$ cat src/rtl/fft16_result_unloader_if.sv
// Capture and streaming bus of the FFT result unloader.
// master drives frames in and takes beats out; slave is the unloader.
interface fft16_result_unloader_if #(
  parameter int DW = 16
);
  logic             load;
  logic [16*DW-1:0] x_in_packed;
  logic [16*DW-1:0] y_in_packed;
  logic             load_ready;
  logic             out_valid;
  logic             out_ready;
  logic [DW-1:0]    out_re;
  logic [DW-1:0]    out_im;
  logic [3:0]       out_index;
  logic             out_last;
  logic             drop_err;
  logic [7:0]       frame_cnt;

  modport master (
    output load, x_in_packed, y_in_packed, out_ready,
    input  load_ready, out_valid, out_re, out_im, out_index, out_last,
           drop_err, frame_cnt
  );

  modport slave (
    input  load, x_in_packed, y_in_packed, out_ready,
    output load_ready, out_valid, out_re, out_im, out_index, out_last,
           drop_err, frame_cnt
  );
endinterface

$ cat src/rtl/fft16_result_unloader.sv
// Captures one 16-point FFT result frame and streams it one complex bin per beat,
// undoing the butterfly interleave so bins leave in natural order.
module fft16_result_unloader #(
  parameter int DW            = 16,
  parameter bit NATURAL_ORDER = 1'b1
) (
  input  logic                  clock,
  input  logic                  reset,
  fft16_result_unloader_if.slave bus
);
  typedef enum logic {IDLE, STREAM} state_t;

  typedef struct packed {
    logic [DW-1:0] re;
    logic [DW-1:0] im;
    logic [3:0]    index;
    logic          last;
  } beat_t;

  state_t               state, state_nxt;
  logic [15:0][DW-1:0]  x_buf, y_buf;
  logic [3:0]           ptr;
  beat_t                beat_q, beat_nxt, beat_byp;
  logic                 out_valid_q;
  logic                 drop_err_q;
  logic [7:0]           frame_cnt_q;
  logic                 load_ready, cap, fire_last, adv;

  // Bin b sits in slot {b[2:0], b[3]}: even slots hold bins 0..7, odd slots 8..15.
  function automatic logic [3:0] slot_of(input logic [3:0] b);
    return NATURAL_ORDER ? {b[2:0], b[3]} : b;
  endfunction

  always_comb begin
    fire_last  = out_valid_q && bus.out_ready && beat_q.last;
    load_ready = (state == IDLE) || fire_last;
    cap        = bus.load && load_ready;
    state_nxt  = state;
    adv        = 1'b0;
    case (state)
      IDLE:   if (cap) state_nxt = STREAM;
      STREAM: begin
        if (fire_last && !cap)                         state_nxt = IDLE;
        else if (!fire_last && (!out_valid_q || bus.out_ready)) adv = 1'b1;
      end
      default: state_nxt = IDLE;
    endcase
  end

  always_comb begin
    beat_nxt.re    = x_buf[slot_of(ptr)];
    beat_nxt.im    = y_buf[slot_of(ptr)];
    beat_nxt.index = ptr;
    beat_nxt.last  = (ptr == 4'd15);
    // Bin 0 maps to slot 0 in both orders, so a back-to-back frame can start
    // straight from the input vectors without waiting for the buffer.
    beat_byp.re    = bus.x_in_packed[DW-1:0];
    beat_byp.im    = bus.y_in_packed[DW-1:0];
    beat_byp.index = 4'd0;
    beat_byp.last  = 1'b0;
  end

  always_ff @(posedge clock) begin
    if (reset) state <= IDLE;
    else       state <= state_nxt;
  end

  always_ff @(posedge clock) begin
    if (!reset && cap) begin
      x_buf <= bus.x_in_packed;
      y_buf <= bus.y_in_packed;
    end
  end

  always_ff @(posedge clock) begin
    if (reset) begin
      beat_q      <= '0;
      out_valid_q <= 1'b0;
      ptr         <= 4'd0;
      drop_err_q  <= 1'b0;
      frame_cnt_q <= 8'd0;
    end else begin
      if (fire_last)               frame_cnt_q <= frame_cnt_q + 8'd1;
      if (bus.load && !load_ready) drop_err_q  <= 1'b1;
      if (fire_last && cap) begin
        beat_q      <= beat_byp;
        out_valid_q <= 1'b1;
        ptr         <= 4'd1;
      end else if (fire_last) begin
        out_valid_q <= 1'b0;
        ptr         <= 4'd0;
      end else if (cap) begin
        ptr <= 4'd0;
      end else if (adv) begin
        beat_q      <= beat_nxt;
        out_valid_q <= 1'b1;
        ptr         <= ptr + 4'd1;
      end
    end
  end

  assign bus.load_ready = load_ready;
  assign bus.out_valid  = out_valid_q;
  assign bus.out_re     = beat_q.re;
  assign bus.out_im     = beat_q.im;
  assign bus.out_index  = beat_q.index;
  assign bus.out_last   = beat_q.last;
  assign bus.drop_err   = drop_err_q;
  assign bus.frame_cnt  = frame_cnt_q;
endmodule

$ cat src/flat_wrapper.sv
// flat-port wrapper written by rule: the top's interface ports become plain ports
module fft16_result_unloader_flat 
#(
  parameter int DW            = 16,
  parameter bit NATURAL_ORDER = 1'b1
)
  (clock, reset, bus_load, bus_x_in_packed, bus_y_in_packed, bus_out_ready, bus_load_ready, bus_out_valid, bus_out_re, bus_out_im, bus_out_index, bus_out_last, bus_drop_err, bus_frame_cnt);
  fft16_result_unloader_if #(.DW(DW)) bus_i ();
  input  logic clock;
  input  logic reset;
  input wire logic [$bits(bus_i.load)-1:0] bus_load;
  input wire logic [$bits(bus_i.x_in_packed)-1:0] bus_x_in_packed;
  input wire logic [$bits(bus_i.y_in_packed)-1:0] bus_y_in_packed;
  input wire logic [$bits(bus_i.out_ready)-1:0] bus_out_ready;
  output wire logic [$bits(bus_i.load_ready)-1:0] bus_load_ready;
  output wire logic [$bits(bus_i.out_valid)-1:0] bus_out_valid;
  output wire logic [$bits(bus_i.out_re)-1:0] bus_out_re;
  output wire logic [$bits(bus_i.out_im)-1:0] bus_out_im;
  output wire logic [$bits(bus_i.out_index)-1:0] bus_out_index;
  output wire logic [$bits(bus_i.out_last)-1:0] bus_out_last;
  output wire logic [$bits(bus_i.drop_err)-1:0] bus_drop_err;
  output wire logic [$bits(bus_i.frame_cnt)-1:0] bus_frame_cnt;
  assign bus_i.load = bus_load;
  assign bus_i.x_in_packed = bus_x_in_packed;
  assign bus_i.y_in_packed = bus_y_in_packed;
  assign bus_i.out_ready = bus_out_ready;
  assign bus_load_ready = bus_i.load_ready;
  assign bus_out_valid = bus_i.out_valid;
  assign bus_out_re = bus_i.out_re;
  assign bus_out_im = bus_i.out_im;
  assign bus_out_index = bus_i.out_index;
  assign bus_out_last = bus_i.out_last;
  assign bus_drop_err = bus_i.drop_err;
  assign bus_frame_cnt = bus_i.frame_cnt;
  fft16_result_unloader #(.DW(DW), .NATURAL_ORDER(NATURAL_ORDER)) u_core (.clock(clock), .reset(reset), .bus(bus_i));
endmodule
$ cat config.mk
export PLATFORM = sky130hd
export DESIGN_NAME = fft16_result_unloader_flat
export DESIGN_NICKNAME = d
export VERILOG_FILES = /design/src/rtl/fft16_result_unloader_if.sv /design/src/rtl/fft16_result_unloader.sv /design/src/flat_wrapper.sv
export SDC_FILE = /design/constraint.sdc
export NUM_CORES = 1
export LEC_CHECK = 0
export BUFFER_PORTS_ARGS = -buffer_cell sky130_fd_sc_hd__buf_2
export CAP_MARGIN = 20
export CORE_MARGIN = 2
export CORE_UTILIZATION = 45
export CTS_CLUSTER_SIZE = 10
export DETAILED_ROUTE_END_ITERATION = 7
export PLACE_DENSITY = 0.72
export SYNTH_ARGS = -nofsm -noshare
export SYNTH_HDL_FRONTEND = slang
export SYNTH_SLANG_ARGS = --single-unit
$ cat constraint.sdc
create_clock -name clock -period 24.1 [get_ports clock]
set_input_delay 0 -clock clock [delete_from_list [all_inputs] [get_ports clock]]
set_output_delay 0 -clock clock [all_outputs]
set_load 0.05 [all_outputs]
==> impl_results.md, run 1 <==
- Run status: did not finish
- Stage where the flow stopped: clock tree synthesis (4_1_cts)
- First Err: [ERROR RSZ-0060] Max buffer count reached.
- Initial core utilization: 0.4550
- Width of the chip: around 220 um
- Share of the yosys chip area belonging to registers: 0.7573
- Max Root-Sink Buffers: 3
- Cells taking the most area after synthesis: edfxtp_1 71%, mux4_2 12%, dfxtp_1 4.8%, mux2_2 2.6%, mux2i_1 1.4%
- Row Count: 80
- Post-detailed-placement half-perimeter wirelength: 40.66 mm
- Clock sink count: ~560
- Placed instance area: 25110 um2
- Fraction of synthesized cell area taken by the top area cell type: 0.7093
- Number of nets produced by synthesis: ~1600
- Total CTS buffers: 68
- Number of flops mapped to enable cells by yosys: around 510
- Number of library cell types mapped by synthesis: 38
- Cell taking the most area after synthesis: edfxtp_1
- Top-level I/O count: about 560
- Number of storage elements in the synthesis netlist: roughly 560
- Root buffer selected by CTS: clkbuf_16
- Number of port buffers: about 560
- Gate count after technology mapping: ~1100
- Dominant register cell in the synthesized netlist: edfxtp_1
- Routability cong.: roughly 0.85
- H-Tree Depth: 3
- Number of warnings reported in the yosys synthesis log: 0
- Buffer count from post-CTS setup fixing: 0
- Async set-reset flop share out of synthesis: 0
- CTS-repair resized insts: 0
- Post-Syn Area per Cell: ~20 um2
- Synthesized cell area: between 20000 and 25000 um2
- CTS hold repair buffers: around 460
- Chip height: around 220 um
==> synth_stat cells (19+ instances only) <==
| cell | number |
|---|---|
| edfxtp_1 | 512 |
| nand2_1 | 23 |
| nor2_1 | 40 |
| a22oi_1 | 23 |
| a211oi_1 | 19 |
| mux2_2 | 50 |
| buf_2 | 22 |
| mux2i_1 | 30 |
| mux4_2 | 118 |
| clkbuf_1 | 30 |
| dfxtp_1 | 52 |
| a21oi_1 | 34 |
==> cell families after synthesis <==
family,Yosys count,share of synthesized area
compound gates,107,0.03602
xor+xnor,9,0.003637
fa+ha+maj,6,0.003463
buf+inv,67,0.01501
flops,564,0.7573
mux,198,0.1624
simple gates,104,0.02216
==> stage by stage <==
stage | std cells | util | setup slack, ps
after floorplan | 1055 | - | 8295
after global placement | 2182 | 0.5270 | 20130
after detailed placement | 2182 | 0.5270 | 19940
==> run 2, diff against run 1 <==
CORE_UTILIZATION = 30   (was 45)
CTS_CLUSTER_SIZE = default   (was 10)
PLACE_DENSITY = default   (was 0.72)
PLACE_DENSITY_LB_ADDON = 0.15   (was default)
clock period = 31.3 ns   (was 24.1 ns; I/O delays follow)
==> impl_results.md, run 2 <==
- Run status: finished, final reports clean
- Fraction of synthesized cell area taken by the top area cell type: 0.7093
- Number of hold violations in the final report: 0
- Per-cell routed wire length: ~22 um
- TritonCTS clock tree: built
- Number of storage elements in the synthesis netlist: roughly 560
- Required time worst endpoint: 31490 ps
- Maximum fanout encountered on the critical timing path: between 150 and 200
- Routability cong.: between 0.8 and 0.9
- Endpoints failing setup: 0
- Detailed-routing iteration count for the pre-antenna-repair pass: 5
- Start of the worst register-to-register path: u_core.bus.out_last
- Commonest cells after routing, fill and taps aside: 563 x buf_2, 514 x dlygate4sd3_1, 512 x edfxtp_1
- Cells taking the most area after synthesis: edfxtp_1 71%, mux4_2 12%, dfxtp_1 4.8%, mux2_2 2.6%, mux2i_1 1.4%
- Area of the multi-input gates: between 4000 and 5000 um2
- Max frequency: 280.4 MHz
- Total CTS buffers: between 60 and 70
- Gate count after technology mapping: approximately 1100
- Sequence of cells on the critical path: and3_1 -> inv_1 -> nand2_1 -> nand2_1 -> nor2_4 -> buf_12 -> buf_4
- Dominant register cell in the synthesized netlist: edfxtp_1
- Row Count: just under 100
- Overall routed net length: 68.26 mm
- Number of port buffers: around 560
- Width of the chip: 272.8 um
- Type of the worst setup path: reg -> reg
- Power density cells: roughly 56 nW/um2
- Cell taking the most area after synthesis: edfxtp_1
- Total leakage power: 0.01211 uW
- Headroom to the max-slew limit: 0.09411
- Max-capacitance violation count: 0
- Cell repeated most along the worst path: nand2_1
- Clk slew on worst S/H paths: roughly 60 ps
- Global-route wire length before repair: slightly below 100 mm
- Reg-to-reg slack, setup: ~28000 ps
- Share of the yosys chip area belonging to registers: 0.7573
- Max-slew violations: 0
- Fraction of final layout cells sized beyond drive strength 1: 0.3903
- Initial core utilization: 0.3032
- Worst-case reg-to-reg path depth: 7
- Post-detailed-route via-to-cell ratio: approximately 4.5
- Hold-critical path endpoint: u_core.bus.frame_cnt[6]
- Synthesized cell area: roughly 22000 um2
- Most frequent cells after synthesis: 512 x edfxtp_1, 118 x mux4_2, 52 x dfxtp_1, 50 x mux2_2, 40 x nor2_1
- End of the worst register-to-register path: u_core.y_buf[55]
- Max Root-Sink Buffers: 3
- Worst-Skew Late Latency: around 600 ps
- Peak supply drop: 0.04221 mV
- Hold Crit Depth: 3
- Chip height: around 270 um
- Type of the worst min-delay path: in -> reg
- Largest regs: u_core.x_buf x256, u_core.y_buf x256
- Maximum number of pins on one net before global-route repair: 180
- Post-detailed-placement half-perimeter wirelength: 46.06 mm
- Die area: approximately 74000 um2
- Top-level I/O count: ~560
- Standard cell core area: just over 70000 um2
- Post-Syn Area per Cell: between 20 and 25 um2
- Number of flops mapped to enable cells by yosys: about 510
- CTS-repair resized insts: 0
- Actual slew at the worst max-slew pin: 1359 ps
- Most instantiated library cell after synthesis: edfxtp_1
- Root buffer selected by CTS: clkbuf_16
- Congestion Overflow GR: 0
- Post-Route Utilization: 0.4626
- Leading cell type in the layout, fill and taps excluded: buf_2
- CP peak stage delay: approximately 940 ps
- Hold Crit Start: reset
- Total routing usage reported by global routing: 0.1816
- Final layout net count: 2681
- Worst path bufs/invs: 3
- H-Tree Depth: 3
- Vias: about 14000
- Total DRC errors in the routed layout: 0
- Antenna Violating Nets Remaining: 0
- Crit path arrival time: between 3000 and 4000 ps
- Number of nets produced by synthesis: between 1500 and 2000
- Unrepaired setup endpoints after global routing: no
- Area of all sequential standard cells: 16430 um2
- Post-Route Skew: ~30 ps
- Final TNS setup: 0 ps
- Tcrit/Tclk final: 0.1139
- Async set-reset flop share out of synthesis: 0
- Clock sink count: approximately 560
- Shortest clock period the worst path allows after layout: around 3600 ps
- Area Growth Syn to Fin: 52.54%
- DRT iter0 DRCs: 912
- Category of cells accounting for the largest share of critical-path delay: buffers and inverters
- Type of destination of the critical path: register
- Antenna violations before repair: 11
- Number of library cell types mapped by synthesis: 38
- Slowest-stage cell, CP: buf_4
- Startpoint class of the critical path: register
- Via count of the first global-routing pass: 16000
- Number of fillers in the final layout: between 6000 and 7000
- Number of warnings reported in the yosys synthesis log: 0
-- run 2: cell counts after synthesis --
No cell type changed its count.
-- run 2: stage by stage --
| step | std cells | power, uW | area, um2 | worst slack [ps] | hold slack (ps) |
|---|---|---|---|---|---|
| floorplan | 1055 | 977.4 | 21680 | 6795 | 98.87 |
| global placement | 2519 | 1018 | 25530 | 27310 | 176.3 |
| detailed placement | 2521 | 1021 | 25580 | 27350 | 178.1 |
| CTS | 3156 | 1870 | 32930 | 27310 | 54.03 |
| global route | 3167 | 1913 | 33070 | 27370 | 79.04 |
| finish | 3167 | 1844 | 33070 | 27730 | 79.17 |
-- run 2: layout make-up --
cell class,instances,share of cell area
sequential,564,0.4968
timing repair buffer,1097,0.2493
multi-input combinational,424,0.1503
clock buffer,86,0.05316
tap,950,0.03595
clock inverter,35,0.01347
inverter,5,0.0005676
antenna,6,0.0004541
-- run 2: routing by layer --
| metal | vias to the layer above | GRT usage | part of all wire |
|---|---|---|---|
| met4 | 10 | 0.05523 | 0.024 |
| li1 | 6586 | - | - |
| met1 | 7143 | 0.2256 | 0.41 |
| met3 | 109 | 0.04464 | 0.061 |
| met2 | 450 | 0.3124 | 0.50 |
| met5 | - | 0 | 0.00092 |
-- run 2: logic make-up after synthesis --
logic type | count (synthesis) | share of synthesized area
AO/OA/AOI/OAI | 107 | 0.03602
XOR/XNOR | 9 | 0.003637
buffers and inverters | 67 | 0.01501
multiplexers | 198 | 0.1624
flip-flops | 564 | 0.7573
adder cells (fa/ha/maj) | 6 | 0.003463
AND/OR/NAND/NOR | 104 | 0.02216
-- run 2: worst max path at each step --
stage | startpoint | endpoint | slack [ps] | depth (start not counted)
floorplan | u_core.bus.out_last | u_core.x_buf[0] | 6800 | 6
global placement | u_core.bus.out_last | u_core.bus.out_im[6] | 27310 | 10
detailed placement | u_core.bus.out_last | u_core.bus.out_im[12] | 27350 | 11
CTS | u_core.bus.out_last | u_core.bus.out_im[15] | 27310 | 11
global route | u_core.bus.out_last | u_core.y_buf[90] | 27370 | 7
finish | u_core.bus.out_last | u_core.y_buf[55] | 27730 | 7
-- run 2: worst reg2reg max path, cell delays in order (launching register included) --
cell and delay [ps]:
dfxtp_1 370, and3_1 380, inv_1 220, nand2_1 130, nand2_1 150, nor2_4 150
buf_12 460, buf_4 1240
-- run 2: power by group --
part           switching [uW]  internal [uW]  total (uW)  leakage, uW
registers                13.0            860         873      0.00518
logic                    85.0           99.3         184      0.00586
clock network             312            474         786      0.00107
total                     410           1430        1840       0.0121
-- run 2: what timing repair did --
item / CTS / global route
hold endpoints to repair: 547 / 0
hold buffers: 514 / 0
setup endpoints to repair: 0 / 0
buffers inserted: 0 / 0
(Power assumes the default switching activity.)
==> run 3, diff against run 2 <==
clock period = 3 ns   (was 31.3 ns; I/O delays follow)
==> impl_results.md, run 3 (synthesis results as in run 2) <==
- Required time worst endpoint: approximately 3500 ps
- Total leakage power: about 0.012 uW
- Chip height: about 270 um
- Maximum fanout encountered on the critical timing path: 23
- Endpoints failing setup: 0
- DRT iter0 DRCs: 864
- Detailed-routing iteration count for the pre-antenna-repair pass: 5
- Type of destination of the critical path: register
- CTS hold repair buffers: roughly 520
- Worst-case reg-to-reg path depth: 10
- Width of the chip: roughly 270 um
- Headroom to the max-slew limit: 0.5774
- Post-Route Utilization: 0.4633
- Start of the worst register-to-register path: u_core.bus.out_valid
- Row Count: 98
- Via count of the first global-routing pass: approximately 16000
- Final TNS setup: 0 ps
- Buffer count from post-CTS setup fixing: 0
- Unrepaired setup endpoints after global routing: no
- CP startpoint: u_core.bus.out_valid
- Number of fillers in the final layout: slightly above 6000
- Post-Route Skew: about 23 ps
- Total DRC errors in the routed layout: 0
- TritonCTS clock tree: built
- Post-detailed-placement half-perimeter wirelength: around 48 mm
- Hold Crit Start: bus_x_in_packed[254]
- Maximum number of pins on one net before global-route repair: 93
- Congestion Overflow GR: 0
- Sequence of cells on the critical path: and3_4 -> inv_8 -> nand2_8 -> nand2_4 -> inv_1 -> ha_2 -> nor3_2 -> buf_4 -> a22oi_1 -> a311oi_1
- Max-capacitance violation count: 0
- Clk slew on worst S/H paths: roughly 60 ps
- Actual slew at the worst max-slew pin: 633.8 ps
- CP peak stage delay: between 400 and 500 ps
- Area of the multi-input gates: approximately 5000 um2
- Reg-to-reg slack, setup: around 420 ps
- Post-route setup slack: 420.4 ps
- Vias: 14460
- Power density cells: around 570 nW/um2
- End of the worst register-to-register path: u_core.bus.out_im[14]
- Max Root-Sink Buffers: 3
- Total routing usage reported by global routing: 0.1874
- Initial core utilization: 0.3032
- Worst path bufs/invs: 3
- Commonest cells after routing, fill and taps aside: 563 x buf_2, 518 x dlygate4sd3_1, 512 x edfxtp_1
- Fraction of final layout cells sized beyond drive strength 1: 0.3955
- Standard cell core area: ~71000 um2
- Post-detailed-route via-to-cell ratio: 4.543
- Top-level I/O count: about 560
- Type of the worst setup path: reg -> reg
- Capture point of the worst path: u_core.bus.out_im[14]
- Total power: 18730 uW
- Peak supply drop: just over 0.4 mV
- Number of port buffers: 563
- Area of all sequential standard cells: 16430 um2
- Final layout net count: between 2000 and 3000
- Die area: between 70000 and 80000 um2
- CTS-repair resized insts: 0
- Leading cell type in the layout, fill and taps excluded: buf_2
- Max frequency: 387.7 MHz
- Cell depth of the worst setup path: 10
- Antenna violations before repair: 18
- Crit path arrival time: around 3000 ps
- Startpoint class of the critical path: register
- Largest regs: u_core.x_buf x256, u_core.y_buf x256
- DP Worst Slack: ~420 ps
- Global-route wire length before repair: about 100 mm
- H-Tree Depth: 3
- Number of hold violations in the final report: 0
- Type of the worst min-delay path: in -> reg
- Overall routed net length: between 70 and 80 mm
- Worst-Skew Late Latency: 600 ps
- Root buffer selected by CTS: clkbuf_16
- Category of cells accounting for the largest share of critical-path delay: compound AO/OA/AOI/OAI gates
- Clock sink count: 564
- Slowest-stage cell, CP: buf_4
- Total CTS buffers: 66
- Antenna Violating Nets Remaining: 0
- Per-cell routed wire length: 22.03 um
- Tcrit/Tclk final: 0.8599
- Shortest clock period the worst path allows after layout: 2580 ps
- Routability cong.: between 0.7 and 0.8
- Run status: finished, final reports clean
- Area Growth Syn to Fin: 52.80%
- Max-slew violations: 0
run 3: worst min path at each step:
stage / cells after the start / endpoint
2_1_floorplan: 0 / u_core.x_buf[0]
3_3_place_gp: 1 / u_core.y_buf[232]
3_5_place_dp: 1 / u_core.x_buf[104]
4_1_cts: 2 / u_core.y_buf[130]
5_1_grt: 2 / u_core.y_buf[178]
6_report: 2 / u_core.x_buf[254]
run 3: layer usage:
metal  global-route usage  share of wire  vias to the layer above
met4              0.07678          0.036                       20
li1                     -              -                     6611
met1               0.2239           0.39                     7158
met5                    0         0.0017                        -
met3              0.05456          0.068                      156
met2               0.3169           0.50                      514
run 3: stage by stage:
step / hold WS (ps) / area, um2 / cells
after floorplan: 98.87 / 21750 / 1055
after global placement: 176.5 / 25870 / 2537
after detailed placement: 178.1 / 25870 / 2537
after CTS: 55.93 / 33100 / 3175
after global routing: 78.93 / 33120 / 3182
final: 107.9 / 33120 / 3183
run 3: where the power goes:
part           internal [uW]  switching, uW  total (uW)
Sequential              8970            122        9090
Combinational           1060            930        1990
Clock                   4400           3250        7650
run 3: area by class of cell:
class,instances,area share
Timing Repair Buffer,1112,0.2539
Clock buffer,87,0.05383
Inverter,5,0.0007933
Clock inverter,33,0.007820
Tap cell,950,0.03589
Antenna cell,8,0.0006044
Sequential cell,564,0.4962
Multi-Input combinational cell,424,0.1510
==> run 4, diff against run 3 <==
CORE_AREA = 2 2 222 224   (was default)
CORE_MARGIN = default   (was 2)
CORE_UTILIZATION = default   (was 30)
DIE_AREA = 0 0 224 226   (was default)
==> impl_results.md, run 4 <==
- Number of port buffers: ~560
- CTS-repair resized insts: 0
- Most instantiated library cell after synthesis: edfxtp_1
- Dominant register cell in the synthesized netlist: edfxtp_1
- Run status: did not finish
- Share of the yosys chip area belonging to registers: 0.7573
- Fraction of synthesized cell area taken by the top area cell type: 0.7093
- Total instance count after detailed placement: 2209
- Max Root-Sink Buffers: 3
- Total CTS buffers: 60
- Number of library cell types mapped by synthesis: 38
- Width of the chip: roughly 220 um
- Synthesized cell area: about 22000 um2
- Post-detailed-placement half-perimeter wirelength: around 42 mm
- Routability cong.: between 0.8 and 0.9
- Initial core utilization: 0.4484
- Chip height: 226 um
- Number of flops mapped to enable cells by yosys: 512
- Number of storage elements in the synthesis netlist: approximately 560
- Buffer count from post-CTS setup fixing: 0
- Most frequent cells after synthesis: 512 x edfxtp_1, 118 x mux4_2, 52 x dfxtp_1, 50 x mux2_2, 40 x nor2_1
- CTS hold repair buffers: around 470
- Cell taking the most area after synthesis: edfxtp_1
- Post-Syn Area per Cell: slightly above 20 um2
- Row Count: between 80 and 90
- Clock sink count: approximately 560
- Number of warnings reported in the yosys synthesis log: 0
- Root buffer selected by CTS: clkbuf_16
- H-Tree Depth: 2
- Cells taking the most area after synthesis: edfxtp_1 71%, mux4_2 12%, dfxtp_1 4.8%, mux2_2 2.6%, mux2i_1 1.4%
- Stage where the flow stopped: clock tree synthesis (4_1_cts)
- Gate count after technology mapping: 1055
- Async set-reset flop share out of synthesis: 0
- Top-level I/O count: between 500 and 600
- Number of nets produced by synthesis: 1577
- First Err: [ERROR RSZ-0060] Max buffer count reached.
## run 4: cell counts after synthesis
Identical to the previous run, type by type.
## run 4: through the flow
step	instance area (um2)	worst slack, ps	TNS [ps]	hold slack, ps
after floorplan	21750	-5998	-3071080	98.87
after global placement	25450	618.1	0	176.0
after detailed placement	25450	503.2	0	178.1
## run 4: kinds of logic after synthesis
| kind of cell | Yosys count | share of synthesized area |
|---|---|---|
| flops | 564 | 0.7573 |
| mux | 198 | 0.1624 |
| compound gates | 107 | 0.03602 |
| simple gates | 104 | 0.02216 |
| buf+inv | 67 | 0.01501 |
| xor+xnor | 9 | 0.003637 |
| fa+ha+maj | 6 | 0.003463 |
